File: src/rtl/sparq_cmd_scheduler.sv
// SPARQ command scheduler: stages host operands, launches the six datapath
// engines (plus PE array reset) under busy / buffer-hazard ordering and
// publishes progress on the status port.
//
//   state  | meaning
//   IDLE   | accepting commands; staging writes land here
//   WAIT   | launch latched, holding off until the target's hazards clear
//   LAUNCH | one-cycle start pulse; a new command may be accepted
module sparq_cmd_scheduler #(
  parameter int NUM_ENG = 6,
  parameter int FSIZE   = 32
) (
  input  logic                       clk,
  input  logic                       rst,
  input  logic [2*FSIZE+8:0]         cmd_in,
  output logic                       cmd_ready,
  output logic [NUM_ENG-1:0]         eng_start,
  output logic [NUM_ENG*FSIZE-1:0]   eng_param,
  input  logic [NUM_ENG-1:0]         eng_done,
  output logic                       pe_reset,
  output logic [8*FSIZE-1:0]         status
);

  typedef enum logic [1:0] {IDLE = 2'd0, WAIT = 2'd1, LAUNCH = 2'd2} state_t;

  // Target 6 is the PE-reset pseudo-engine; it only guards against GEMM.
  localparam logic [2:0] TGT_PE = 3'd6;

  state_t             state, state_n;
  logic [FSIZE-1:0]   p [NUM_ENG];
  logic [2:0]         tgt;
  logic [NUM_ENG-1:0] busy;
  logic [FSIZE-1:0]   launch_cnt;
  logic [FSIZE-1:0]   done_cnt;
  logic               err_cmd;
  logic               err_done;

  logic               cmd_valid;
  logic [7:0]         code;
  logic [FSIZE-1:0]   data0, data1;
  logic               accept;
  logic [7:0]         grp_off;
  logic [1:0]         suffix;
  logic [2:0]         cmd_tgt;
  logic               cmd_stage, cmd_pe, cmd_bad;
  logic               go_wait;
  logic               launch_ok;
  logic [NUM_ENG-1:0] done_ok;
  logic [FSIZE-1:0]   done_pop;

  assign cmd_valid = cmd_in[2*FSIZE+8];
  assign code      = cmd_in[2*FSIZE+7:2*FSIZE];
  assign data0     = cmd_in[2*FSIZE-1:FSIZE];
  assign data1     = cmd_in[FSIZE-1:0];
  assign cmd_ready = (state != WAIT);
  assign accept    = cmd_valid && cmd_ready;
  assign done_ok   = eng_done & busy;

  // Decode the command code into engine target and staging suffix.
  always_comb begin
    grp_off   = code - 8'd5;
    suffix    = 2'd0;
    cmd_tgt   = 3'd0;
    cmd_stage = 1'b0;
    cmd_pe    = 1'b0;
    cmd_bad   = 1'b0;
    if (code == 8'd1) begin
      cmd_pe  = 1'b1;
      cmd_tgt = TGT_PE;
    end else if (code >= 8'd2 && code <= 8'd4) begin
      cmd_stage = 1'b1;
      suffix    = 2'(code - 8'd2);
      cmd_tgt   = 3'd0;
    end else if (code >= 8'd5 && code <= 8'd19) begin
      cmd_stage = 1'b1;
      suffix    = 2'(grp_off % 8'd3);
      cmd_tgt   = 3'(grp_off / 8'd3 + 8'd1);
    end else begin
      cmd_bad = 1'b1;
    end
    go_wait = accept && (cmd_pe || (cmd_stage && suffix == 2'd2));
  end

  // Hazard check for the latched target, always against registered busy.
  always_comb begin
    launch_ok = 1'b0;
    if (tgt == 3'd0)
      launch_ok = ~|busy[4:0];
    else if (tgt == TGT_PE)
      launch_ok = ~busy[0];
    else if (tgt < 3'(NUM_ENG))
      launch_ok = ~busy[tgt] && ~busy[0];
  end

  // Count accepted done pulses in this cycle.
  always_comb begin
    done_pop = '0;
    for (int i = 0; i < NUM_ENG; i++)
      done_pop = done_pop + FSIZE'(done_ok[i]);
  end

  // Next-state logic.
  always_comb begin
    state_n = state;
    case (state)
      IDLE:    if (go_wait) state_n = WAIT;
      WAIT:    if (launch_ok) state_n = LAUNCH;
      LAUNCH:  state_n = go_wait ? WAIT : IDLE;
      default: state_n = IDLE;
    endcase
  end

  // State register.
  always_ff @(posedge clk) begin
    if (rst) state <= IDLE;
    else     state <= state_n;
  end

  // Operand staging and launch-target latch.
  always_ff @(posedge clk) begin
    if (rst) begin
      for (int i = 0; i < NUM_ENG; i++) p[i] <= '0;
      tgt <= 3'd0;
    end else if (accept) begin
      if (cmd_stage) begin
        case (suffix)
          2'd0:    begin p[0] <= data0; p[1] <= data1; end
          2'd1:    begin p[2] <= data0; p[3] <= data1; end
          default: begin p[4] <= data0; p[5] <= data1; end
        endcase
      end
      if (go_wait) tgt <= cmd_tgt;
    end
  end

  // Busy tracking, progress counters and sticky error flags.
  always_ff @(posedge clk) begin
    if (rst) begin
      busy       <= '0;
      launch_cnt <= '0;
      done_cnt   <= '0;
      err_cmd    <= 1'b0;
      err_done   <= 1'b0;
    end else begin
      busy     <= (busy & ~done_ok) | eng_start;
      done_cnt <= done_cnt + done_pop;
      if (state == LAUNCH) launch_cnt <= launch_cnt + 1'b1;
      if (accept && cmd_bad) err_cmd <= 1'b1;
      if (|(eng_done & ~busy)) err_done <= 1'b1;
    end
  end

  // Launch pulses and output packing.
  always_comb begin
    eng_start = '0;
    pe_reset  = 1'b0;
    eng_param = '0;
    if (state == LAUNCH) begin
      if (tgt == TGT_PE)               pe_reset = 1'b1;
      else if (tgt < 3'(NUM_ENG))      eng_start = NUM_ENG'(1) << tgt;
    end
    for (int i = 0; i < NUM_ENG; i++)
      eng_param[i*FSIZE +: FSIZE] = p[i];
  end

  // Busy shows the engine being launched in the same cycle as its start pulse.
  assign status = {{(4*FSIZE){1'b0}},
                   {(FSIZE-4){1'b0}}, err_done, err_cmd, state,
                   done_cnt,
                   launch_cnt,
                   {(FSIZE-NUM_ENG){1'b0}}, busy | eng_start};

endmodule

File: config.mk
export PLATFORM = sky130hd
export DESIGN_NAME = sparq_cmd_scheduler
export DESIGN_NICKNAME = d
export VERILOG_FILES = /design/src/rtl/sparq_cmd_scheduler.sv
export SDC_FILE = /design/constraint.sdc
export NUM_CORES = 1
export LEC_CHECK = 0
export CAP_MARGIN = 15
export CORE_AREA = 10 10 200 202
export DETAILED_ROUTE_END_ITERATION = 12
export DIE_AREA = 0 0 210 212
export PLACE_DENSITY = 0.8
export SYNTH_ARGS = -nofsm -noshare
export SYNTH_HDL_FRONTEND = slang
export SYNTH_SLANG_ARGS = --single-unit
File: constraint.sdc
create_clock -name clk -period 19.4 [get_ports clk]
set_clock_uncertainty 0.2 [all_clocks]
set_input_delay 3.88 -clock clk [delete_from_list [all_inputs] [get_ports clk]]
set_output_delay 3.88 -clock clk [all_outputs]
set_load 0.01 [all_outputs]
After elaboration in Yosys (flattened, before gate mapping). Memories as Yosys holds them, arrays and structs flattened. Index checks and enable logic that the tools add are counted.

Reduce and logical (&&, ||, !) cells: 17. Shift-type cells: 1. Mux-type cells: 50. Div/mod/pow operators: 2. $add $sub $neg: 10. Equal/unequal tests: 9. Order comparisons: 6. Bitwise gates (word level): 15.

Operators by type and width (number): 32-bit two-way mux (6); 32-bit by 1-bit adder with 32-bit output, second input constant (1); 32-bit by 6-bit adder with 32-bit output (1); 1-bit two-way mux (31); 6-bit AND (3); 6-bit two-way mux (3); 6-bit NOT (2); 6-bit OR (2); 2-bit two-way mux (5); 3-bit two-way mux (3); 8-bit by 2-bit divider with 8-bit output, second input constant (1); 8-bit by 1-bit == test with 1-bit output, second input constant (1); 8-bit by 2-bit greater-or-equal comparator with 1-bit output, second input constant (1); 8-bit by 3-bit greater-or-equal comparator with 1-bit output, second input constant (1); 8-bit by 3-bit <= comparator with 1-bit output, second input constant (1); 8-bit by 5-bit <= comparator with 1-bit output, second input constant (1); 8-bit by 2-bit modulo with 8-bit output, second input constant (1); 8-bit by 3-bit subtractor with 8-bit output, second input constant (1); 1-bit logical AND (7); 5-bit by 1-bit adder with 6-bit output (1); 1-bit OR (6); 2-bit one-hot mux with 3 select lines (1); 6-bit OR reduction (1); 1-bit by 3-bit << shifter with 6-bit output, first input constant (1); 22 further kinds (28).

Bits of input ports: 81. Register bits: 77. Memories kept: 1. Bits in writable memories: 192. Logic and storage cells: 118.

Memories: p (words 6, width 32, rd ports 6, clocked after Yosys merged registers in 0, write ports 6, line 30) `logic [FSIZE-1:0] p [NUM_ENG];`.

Longest topological paths before layout. Gate-level depths: netlist of the first run.

Depth after elaboration: 13. Depth in mapped cells: 25.

Worst setup path after synthesis of the first run. Ideal clock, no wire load.

Path kind: in2reg. Start point: in cmd_in[64]. End point: mem p[0][0] (enable). Slack: 4130 ps. Data arrival time: 14409 ps. Buffers on the path: 2. Cell stages on the path: 23. Cells stage by stage: buf_2 > inv_1 > ha_1 > nor2b_2 > nor2_1 > a2111o_1 > a32oi_4 > a21oi_1 > a21oi_1 > o32ai_1 > ha_1 > a2111oi_4 > a21oi_1 > nor2b_1 > inv_1 > ha_1 > a311oi_1 > o211a_1 > o21ai_2 > mux2i_4 > and2_1 > buf_2 > o41ai_1.

RTL lines: start, declared (line 15) `input logic [2*FSIZE+8:0] cmd_in,`; end, declared (line 30).

==> results.json, run 1 <==
{
  "ctsHoldBuffers": 0,
  "finalHoldViolCount": 0,
  "fmax_mhz": 91.5,
  "fp.dieW_um": 210,
  "initial_core_util_pct": 36.4,
  "antenna_left": 0,
  "dp_hpwl_um": 32000,
  "num_rows": 70,
  "nFillCells": 3142,
  "period_minus_slack_ns": 10.93,
  "tns_ns": 0,
  "area_growth_pct": 32.7,
  "synth_top_area_share_pct": 43.9,
  "synth-compound-area-share_pct": 6.38,
  "htreeDepth": 1,
  "cp.arrival_ns": 10.91,
  "grt_pass1_wl_um": 61600,
  "insertion_delay_ns": 0.58,
  "dieArea_um2": 44500,
  "cts_buffers": 29,
  "irDropWorstVdd_v": 0.0000643,
  "fp.coreArea_um2": 36100,
  "die_y_um": 212,
  "muxShareOfSynthArea_pct": 0.171,
  "synth_edf_count": 192,
  "finalMaxSlewViolations": 0,
  "rsz0062_at_grt": "no",
  "path_buf_inv": 3,
  "grt_max_degree": 82,
  "holdCritPathClass": "reg -> reg",
  "relSlewSlack_pct": 25.0,
  "final_common_cell": "clkdlybuf4s50_1",
  "yosysUniqueCellTypes": 74,
  "yosysSeqAreaShare_pct": 55.6,
  "synth_cells": 1188,
  "leakage_uw": 0.00674,
  "drc_errors": 0,
  "setup_viol": 0,
  "end_kind": "flip-flop",
  "cpPeakStageDelay_ns": 0.94,
  "worst_slew_pin_slew_ns": 1.13,
  "drv_cap": 0,
  "fin_crit_sh_pct": 56.3,
  "track_usage_pct": 17.7,
  "cts.sinks": 269,
  "yosys.area_share.simple_pct": 19.1,
  "ios": 537,
  "post_cts_resized": 0,
  "cts_root_buffer": "clkbuf_16",
  "synth_top_family_by_area": "simple AND/OR/NAND/NOR gates",
  "clockBufferDepth": 3,
  "power_density_nw_per_um2": 81.3,
  "postCtsSetupRepairBufs": 0,
  "port_buffers": 354,
  "via_count": 9567,
  "status": "finished clean",
  "drive_gt1_share_pct": 5.54,
  "wl_per_cell_um": 20.9,
  "drt-total-wl_um": 42200,
  "synth-seq-cells": 269,
  "grt_pass1_vias": 9889,
  "path_cells": "clkdlybuf4s50_1 > inv_1 > ha_1 > nor2b_2 > o211a_1 > a2111o_1 > a32oi_4 > a21oi_1 > a21oi_1 > o32ai_1 > ha_1 > a2111oi_4 > a21oi_1 > nor2b_1 > inv_1 > ha_1 > a311oi_1 > o211a_1 > o21ai_2 > mux2i_4 > and2_2 > a21o_4",
  "cts_tree": "built",
  "synth_xor_area_share_pct": 3.99,
  "avgSynthCellArea_um2": 11.1,
  "path_class": "in -> reg",
  "setup.worst_path.start_class": "input port",
  "crit_path_top_delay_cell": "and2_2",
  "antenna_found_initial": 2,
  "crit_fanout": 64,
  "yosys.area.top_type": "edfxtp_1",
  "synth_warnings": 0,
  "final_cell_mix": "353 x clkdlybuf4s50_1, 192 x edfxtp_1, 182 x conb_1, 146 x and2_1, 87 x nand2_1",
  "async_reset_ff_share_pct": 0,
  "whs_ns": 0.287,
  "gr-total-overflow": 0,
  "cts.clk_slew.worst_paths_ns": 0.06,
  "ys.flop_type": "edfxtp_1",
  "gp_congestion": 0.863,
  "cp.required_ns": 19.38,
  "mappedNetlistArea_um2": 13100,
  "synth_area_leaders": "edfxtp_1 44%, dfxtp_1 12%, buf_4 11%",
  "dr.first_iter.drc_count": 566,
  "avgViaCountPerCell": 4.73,
  "cp_top_family": "compound AO/OA/AOI/OAI gates",
  "dr.pass1.iters": 4,
  "synthAdderAreaFrac_pct": 1.66,
  "final_nets": 1625
}
==> power by group <==
part	switching, µW	total, µW	internal, µW
Clock	236	581	345
Sequential	8.04	645	637
Combinational	118	193	74.9
Total	362	1420	1060
==> Yosys cell counts, drive strengths merged (3+ instances only) <==
cell type    n
o211ai       5
fa           4
clkbuf      33
or3         12
or2          3
edfxtp     192
inv         25
a31oi       10
a211oi       3
and4        10
a21oi       37
o22ai        3
nand2b       7
nor3        56
nor2        73
nand4        6
xnor2       13
nand3b       3
a21o         3
a311oi       4
buf        200
ha          11
nand3       24
o21ai       20
and2       147
and3        24
or4          4
dfxtp       77
nand2       88
o211a        4
xor2        46
nor2b       10
==> state kept, by name, indices dropped and copies added (netlist names) <==
signal and flops:
p 192, done_cnt 32, launch_cnt 32, busy 6, tgt 3, state 2
err_cmd 1, err_done 1
==> area by class of cell <==
class                           instances  area (µm²)  share of cell area, %
Sequential cell                       269        7310                   41.9
Multi-Input combinational cell        842        4850                   27.8
Timing Repair Buffer                  362        3600                   20.6
Clock buffer                           35         748                   4.29
Tap cell                              468         586                   3.36
Clock inverter                         19         255                   1.46
Inverter                               25        93.8                  0.538
Antenna cell                            1        2.50                 0.0143
==> final timing paths <==
kind,cells past startpoint,start,slack [ns],to
setup / recovery,22,cmd_in[64],8.47,p[4][1]$_SDFFCE_PN0P_
hold / removal,2,done_cnt[31]$_SDFF_PP0_,0.29,done_cnt[31]$_SDFF_PP0_
setup reg to reg,15,busy[0]$_SDFF_PP0_,15.02,done_cnt[30]$_SDFF_PP0_
hold reg to reg,2,done_cnt[31]$_SDFF_PP0_,0.29,done_cnt[31]$_SDFF_PP0_
==> worst reg2reg max path: stages (launching register included) <==
cell and delay, ns:
dfxtp_1 0.32, and2_1 0.18, fa_1 0.50, inv_1 0.05, fa_1 0.53, inv_1 0.05
fa_1 0.51, fa_1 0.44, a21o_1 0.23, nand2_1 0.19, nor2_1 0.13, and3_1 0.29
and3_1 0.27, nand4_1 0.12, xor2_1 0.17, nor2_1 0.05
==> routing by layer <==
| layer | global-route usage (%) | vias up | wire length (µm) |
|---|---|---|---|
| li1 | - | 4416 | - |
| met1 | 20.1 | 4582 | 16200 |
| met2 | 32.4 | 528 | 21700 |
| met3 | 4.80 | 39 | 3600 |
| met4 | 3.65 | 2 | 623 |
| met5 | 0 | - | 13 |
==> logic make-up (layout without fill, tap and decap cells) <==
family | count (synthesis) | in the layout
flops | 269 | 269
buf+inv | 258 | 441
simple gates | 472 | 472
compound gates | 113 | 113
mux | 1 | 1
xor+xnor | 59 | 59
other cells | 1 | 183
fa+ha+maj | 15 | 15
==> stage by stage <==
step	instances	cell area (µm²)	util (%)	setup WS (ns)	total power, µW
after floorplan	1369	13800	-	4.13	786
after global placement	1966	16400	45.6	8.16	845
after detailed placement	1966	16400	45.6	7.90	849
after CTS	2020	17400	48.3	8.49	1430
after global routing	2021	17400	48.3	7.84	1470
final	2021	17400	48.3	8.47	1420
Note: power is estimated with default switching activity, not from simulation.
==> run 2, diff against run 1 <==
--- a/config.mk
+++ b/config.mk
@@ -6,10 +6,10 @@
 export NUM_CORES = 1
 export LEC_CHECK = 0
 export CAP_MARGIN = 15
-export CORE_AREA = 10 10 200 202
+export CORE_AREA = 10 10 198 200
 export DETAILED_ROUTE_END_ITERATION = 12
-export DIE_AREA = 0 0 210 212
-export PLACE_DENSITY = 0.8
+export DIE_AREA = 0 0 208 210
+export PLACE_DENSITY = 0.84
 export SYNTH_ARGS = -nofsm -noshare
 export SYNTH_HDL_FRONTEND = slang
 export SYNTH_SLANG_ARGS = --single-unit
==> constraint.sdc (replaced) <==
create_clock -name clk -period 9.2 [get_ports clk]
set_clock_uncertainty 0.2 [all_clocks]
set_input_delay 1.84 -clock clk [delete_from_list [all_inputs] [get_ports clk]]
set_output_delay 1.84 -clock clk [all_outputs]
set_load 0.01 [all_outputs]
==> results.json, run 2 (synthesized netlist as in run 1, its figures left out) <==
{
  "power_density_nw_per_um2": 167,
  "largest_reg_flops": 192,
  "cts_root_buffer": "clkbuf_16",
  "drt-total-wl_um": 42300,
  "hold_depth": 2,
  "seq_area_um2": 7310,
  "status": "finished clean",
  "rsz0062_at_grt": "no",
  "gr-total-overflow": 0,
  "final_common_cell": "clkdlybuf4s50_1",
  "cts.sinks": 269,
  "via_count": 9596,
  "drc_errors": 0,
  "setup.worst_path.start_class": "input port",
  "leakage_uw": 0.00673,
  "drive_gt1_share_pct": 5.53,
  "grtUsageMet2_pct": 32.0,
  "met3_usage_pct": 4.72,
  "holdCritPathClass": "reg -> reg",
  "track_usage_pct": 18.1,
  "r2r_end": "done_cnt[31]$_SDFF_PP0_",
  "grt_pass1_wl_um": 62300,
  "hp-start": "busy[2]$_SDFF_PP0_",
  "gr-usage-met1_pct": 20.6,
  "final_cell_mix": "353 x clkdlybuf4s50_1, 192 x edfxtp_1, 182 x conb_1, 146 x and2_1, 87 x nand2_1",
  "hold_path_end": "busy[2]$_SDFF_PP0_",
  "cp_top_family": "compound AO/OA/AOI/OAI gates",
  "cts_buffers": 28,
  "setup_viol": 0,
  "avgViaCountPerCell": 4.76,
  "area_growth_pct": 32.9,
  "initial_core_util_pct": 37.3,
  "final_nets": 1629,
  "final_util_pct": 49.6,
  "dr.pass1.iters": 5,
  "fmax_mhz": 123,
  "drv_cap": 0,
  "gp_congestion": 0.820,
  "path_buf_inv": 4,
  "period_minus_slack_ns": 8.15,
  "finalMaxSlewViolations": 0,
  "htreeDepth": 1,
  "cts.clk_slew.worst_paths_ns": 0.06,
  "reg2reg_depth": 14,
  "dp_hpwl_um": 32400,
  "r2r_slack_ns": 4.86,
  "nFillCells": 3032,
  "die_y_um": 210,
  "clockBufferDepth": 3,
  "top_regs": "p: 192 flops, done_cnt: 32 flops, launch_cnt: 32 flops",
  "antenna_found_initial": 2,
  "insertion_delay_ns": 0.56,
  "path_class": "in -> reg",
  "r2r-start": "busy[0]$_SDFF_PP0_",
  "cp.required_ns": 9.20,
  "regMostFlops": "p",
  "port_buffers": 354,
  "antenna_cells": 0,
  "crit_path_top_delay_cell": "xnor2_4",
  "multi_input_area_um2": 4860,
  "whs_ns": 0.287,
  "dr.first_iter.drc_count": 578,
  "finalHoldViolCount": 0,
  "ios": 537,
  "top_usage_layer": "met2",
  "postCtsSetupRepairBufs": 0,
  "irDropWorstVdd_v": 0.000120,
  "fp.dieW_um": 208,
  "cts_tree": "built",
  "ctsHoldBuffers": 0,
  "worst_slew_pin_slew_ns": 1.06,
  "fp.coreArea_um2": 35200,
  "cpPeakStageDelay_ns": 0.83,
  "cp.arrival_ns": 8.15,
  "antenna_left": 0,
  "tns_ns": 0,
  "dieArea_um2": 43700,
  "num_rows": 69,
  "fin_crit_sh_pct": 88.6,
  "wl_per_cell_um": 21.0,
  "grt_max_degree": 83,
  "post_cts_resized": 0,
  "grt_pass1_vias": 10053,
  "relSlewSlack_pct": 29.2,
  "crit_fanout": 64,
  "end_kind": "flip-flop",
  "path_cells": "clkdlybuf4s50_1 > inv_1 > ha_1 > nor2b_2 > o211a_1 > a2111o_1 > a32oi_4 > a21oi_1 > a21oi_1 > o32ai_1 > ha_1 > a2111oi_4 > nand3_1 > nor2b_1 > inv_1 > ha_1 > a311oi_1 > o211a_1 > o211a_2 > xnor2_4 > a21oi_1 > a31oi_4 > buf_12"
}
==> run 2: cell types whose count changed in the layout (fill, tap and decap cells not counted), sizes merged <==
| cell | before | now |
|---|---|---|
| diode | 1 | 0 |
| clkbuf | 35 | 34 |
| bufinv | 5 | 3 |
| clkinvlp | 2 | 5 |
| inv | 28 | 29 |
| buf | 9 | 14 |
| clkinv | 9 | 6 |
==> run 2: final cells by class <==
type | count | share of cell area [%]
clock buffers | 34 | 4.14
multi-input cells | 842 | 27.8
flip-flops and latches | 269 | 41.8
clock inverters | 18 | 1.20
well taps | 461 | 3.30
inverters | 25 | 0.537
repair buffers | 367 | 21.2
==> run 2: worst min-delay path: cells and delay by family, from the launching register on <==
| family | cells | cell delay [ns] |
|---|---|---|
| AO/OA/AOI/OAI | 1 | 0.06 |
| flip-flops | 1 | 0.32 |
| AND/OR/NAND/NOR | 1 | 0.07 |
==> run 2: power by group <==
part	switching (µW)	internal, µW
sequential	17.1	1340
combinational	251	162
clock	496	654
total	764	2160
==> run 2: worst max path at each step <==
stage	from	to	cells after the start
2_1_floorplan	cmd_in[64]	p[0][0]$_SDFFCE_PN0P_	22
3_3_place_gp	cmd_in[65]	p[2][30]$_SDFFCE_PN0P_	23
3_5_place_dp	cmd_in[65]	p[2][3]$_SDFFCE_PN0P_	23
4_1_cts	cmd_in[65]	p[3][17]$_SDFFCE_PN0P_	23
5_1_grt	cmd_in[65]	p[2][31]$_SDFFCE_PN0P_	23
6_report	cmd_in[65]	p[2][31]$_SDFFCE_PN0P_	23
==> run 2: metrics by stage <==
stage / total power (µW) / instances / cell area, µm² / setup WS, ns
after CTS: 2940 / 2016 / 17500 / 1.11
after global routing: 3030 / 2016 / 17500 / 0.625
after detailed placement: 1790 / 1964 / 16500 / 0.560
after floorplan: 1660 / 1369 / 13800 / 0.532
final: 2920 / 2016 / 17500 / 1.05
after global placement: 1790 / 1964 / 16500 / 0.674
==> run 2: layer usage <==
layer	up-vias	wire [µm]
met5	-	23
met4	4	1620
met3	76	3650
met2	562	21200
met1	4536	15900
li1	4418	-
==> run 3, diff against run 2 <==
--- a/config.mk
+++ b/config.mk
@@ -7,9 +7,10 @@
 export LEC_CHECK = 0
 export CAP_MARGIN = 15
 export CORE_AREA = 10 10 198 200
+export CTS_CLUSTER_SIZE = 20
 export DETAILED_ROUTE_END_ITERATION = 12
 export DIE_AREA = 0 0 208 210
-export PLACE_DENSITY = 0.84
+export PLACE_DENSITY_LB_ADDON = 0.05
 export SYNTH_ARGS = -nofsm -noshare
 export SYNTH_HDL_FRONTEND = slang
 export SYNTH_SLANG_ARGS = --single-unit
==> results.json, run 3 (synthesized netlist as in run 1, its figures left out) <==
{
  "cts_tree": "built",
  "final_common_cell": "clkdlybuf4s50_1",
  "rsz0062_at_grt": "no",
  "cpPeakStageDelay_ns": 0.73,
  "power_frac_comb_pct": 14.5,
  "drive_gt1_share_pct": 5.46,
  "fmax_mhz": 124,
  "cp.arrival_ns": 8.09,
  "end_kind": "flip-flop",
  "port_buffers": 354,
  "power_density_nw_per_um2": 166,
  "final_cell_mix": "353 x clkdlybuf4s50_1, 192 x edfxtp_1, 182 x conb_1, 146 x and2_1, 87 x nand2_1",
  "place_ws_ns": 0.656,
  "leakage_uw": 0.00674,
  "cts.clk_slew.worst_paths_ns": 0.07,
  "dr.first_iter.drc_count": 449,
  "grt_max_degree": 65,
  "fin_crit_sh_pct": 87.5,
  "tns_ns": 0,
  "postCtsSetupRepairBufs": 0,
  "track_usage_pct": 18.3,
  "crit_path_top_delay_cell": "clkdlybuf4s50_1",
  "die_y_um": 210,
  "num_rows": 69,
  "fp.coreArea_um2": 35200,
  "insertion_delay_ns": 0.55,
  "cts_root_buffer": "clkbuf_16",
  "gr-total-overflow": 0,
  "cts_buffers": 30,
  "drv_cap": 0,
  "drc_errors": 0,
  "path_class": "in -> reg",
  "setup.worst_path.start_class": "input port",
  "switchingPower_uw": 755,
  "wl_per_cell_um": 21.1,
  "period_minus_slack_ns": 8.05,
  "fin_ws_ns": 1.15,
  "finalHoldViolCount": 0,
  "crit_fanout": 29,
  "switching_share_pct": 26.1,
  "area_growth_pct": 32.6,
  "grt_pass1_vias": 9401,
  "final_nets": 1630,
  "antenna_found_initial": 6,
  "relSlewSlack_pct": 40.4,
  "irDropWorstVdd_v": 0.000126,
  "holdCritPathClass": "reg -> reg",
  "path_cells": "clkdlybuf4s50_1 > inv_1 > ha_1 > nor2b_2 > nor2_1 > a2111o_1 > a32oi_4 > a21oi_1 > a21oi_1 > o32ai_1 > ha_1 > a2111oi_4 > a21oi_1 > nor2b_1 > inv_1 > ha_1 > a311oi_1 > o211a_1 > o21ai_2 > mux2i_4 > and2_2 > a21o_4 > buf_4",
  "dieArea_um2": 43700,
  "pwr-share-seq_pct": 46.8,
  "clock_power_share_pct": 38.7,
  "gp_congestion": 0.789,
  "ios": 537,
  "htreeDepth": 1,
  "grt_pass1_wl_um": 62500,
  "worst_slew_pin_slew_ns": 0.891,
  "finalMaxSlewViolations": 0,
  "dr.pass1.iters": 5,
  "via_count": 9296,
  "avgViaCountPerCell": 4.60,
  "dp_hpwl_um": 32200,
  "setup_viol": 0,
  "fp.dieW_um": 208,
  "largest_reg_flops": 192,
  "antenna_left": 0,
  "ctsHoldBuffers": 0,
  "initial_core_util_pct": 37.3,
  "intPower_uw": 2140,
  "whs_ns": 0.282,
  "top_regs": "p: 192 flops, done_cnt: 32 flops, launch_cnt: 32 flops",
  "status": "finished clean",
  "post_cts_resized": 0,
  "cts.sinks": 269,
  "drt-total-wl_um": 42700,
  "cp.required_ns": 9.23,
  "regMostFlops": "p",
  "clockBufferDepth": 3
}
## run 3: cell type report
type,count,area (µm²)
diodes,3,7.51
clock buffers,39,795
clock inverters,17,118
fillers,3304,17800
inverters,25,93.8
multi-input cells,842,4870
flip-flops and latches,269,7310
well taps,461,577
repair buffers,366,3670
## run 3: worst paths after layout
check                          start                       to  slack (ns)  cells after the start
hold reg to reg   busy[2]$_SDFF_PP0_       busy[2]$_SDFF_PP0_        0.28                      2
setup / recovery          cmd_in[64]    p[5][4]$_SDFFCE_PN0P_        1.15                     23
setup reg to reg  busy[2]$_SDFF_PP0_  done_cnt[30]$_SDFF_PP0_        5.06                     15
hold / removal    busy[2]$_SDFF_PP0_       busy[2]$_SDFF_PP0_        0.28                      2
## run 3: power groups by stage
stage / Combinational, µW / Sequential [µW] / Clock (µW)
floorplan: 249 / 1410 / 0
global placement: 420 / 1380 / 0
detailed placement: 421 / 1380 / 0
CTS: 422 / 1360 / 1150
global route: 455 / 1360 / 1200
finish: 421 / 1360 / 1120
## run 3: per-stage QoR
stage                     instance area, µm²  utilization, %  power, µW  std cells
after floorplan                        13800               -       1660       1369
after global placement                 16500            46.9       1800       1963
after detailed placement               16500            46.9       1800       1963
after CTS                              17400            49.5       2930       2019
after global routing                   17400            49.5       3010       2020
final                                  17400            49.5       2900       2022
## run 3: critical path, delay by kind of cell
kind,cells,cell delay [ns]
buffers and inverters,4,1.23
adders and majority gates,3,0.88
and+or+nand+nor,4,0.91
AOI/OAI and AO/OA,11,2.88
muxes,1,0.28
## run 3: per-layer routing
layer  part of all wire [%]  track usage [%]  vias to the layer above
li1                       -                -                     4439
met1                     40             21.2                     4412
met2                     50             31.7                      393
met3                    9.1             6.96                       46
met4                    1.2             3.32                        6
met5                  0.082                0                        -
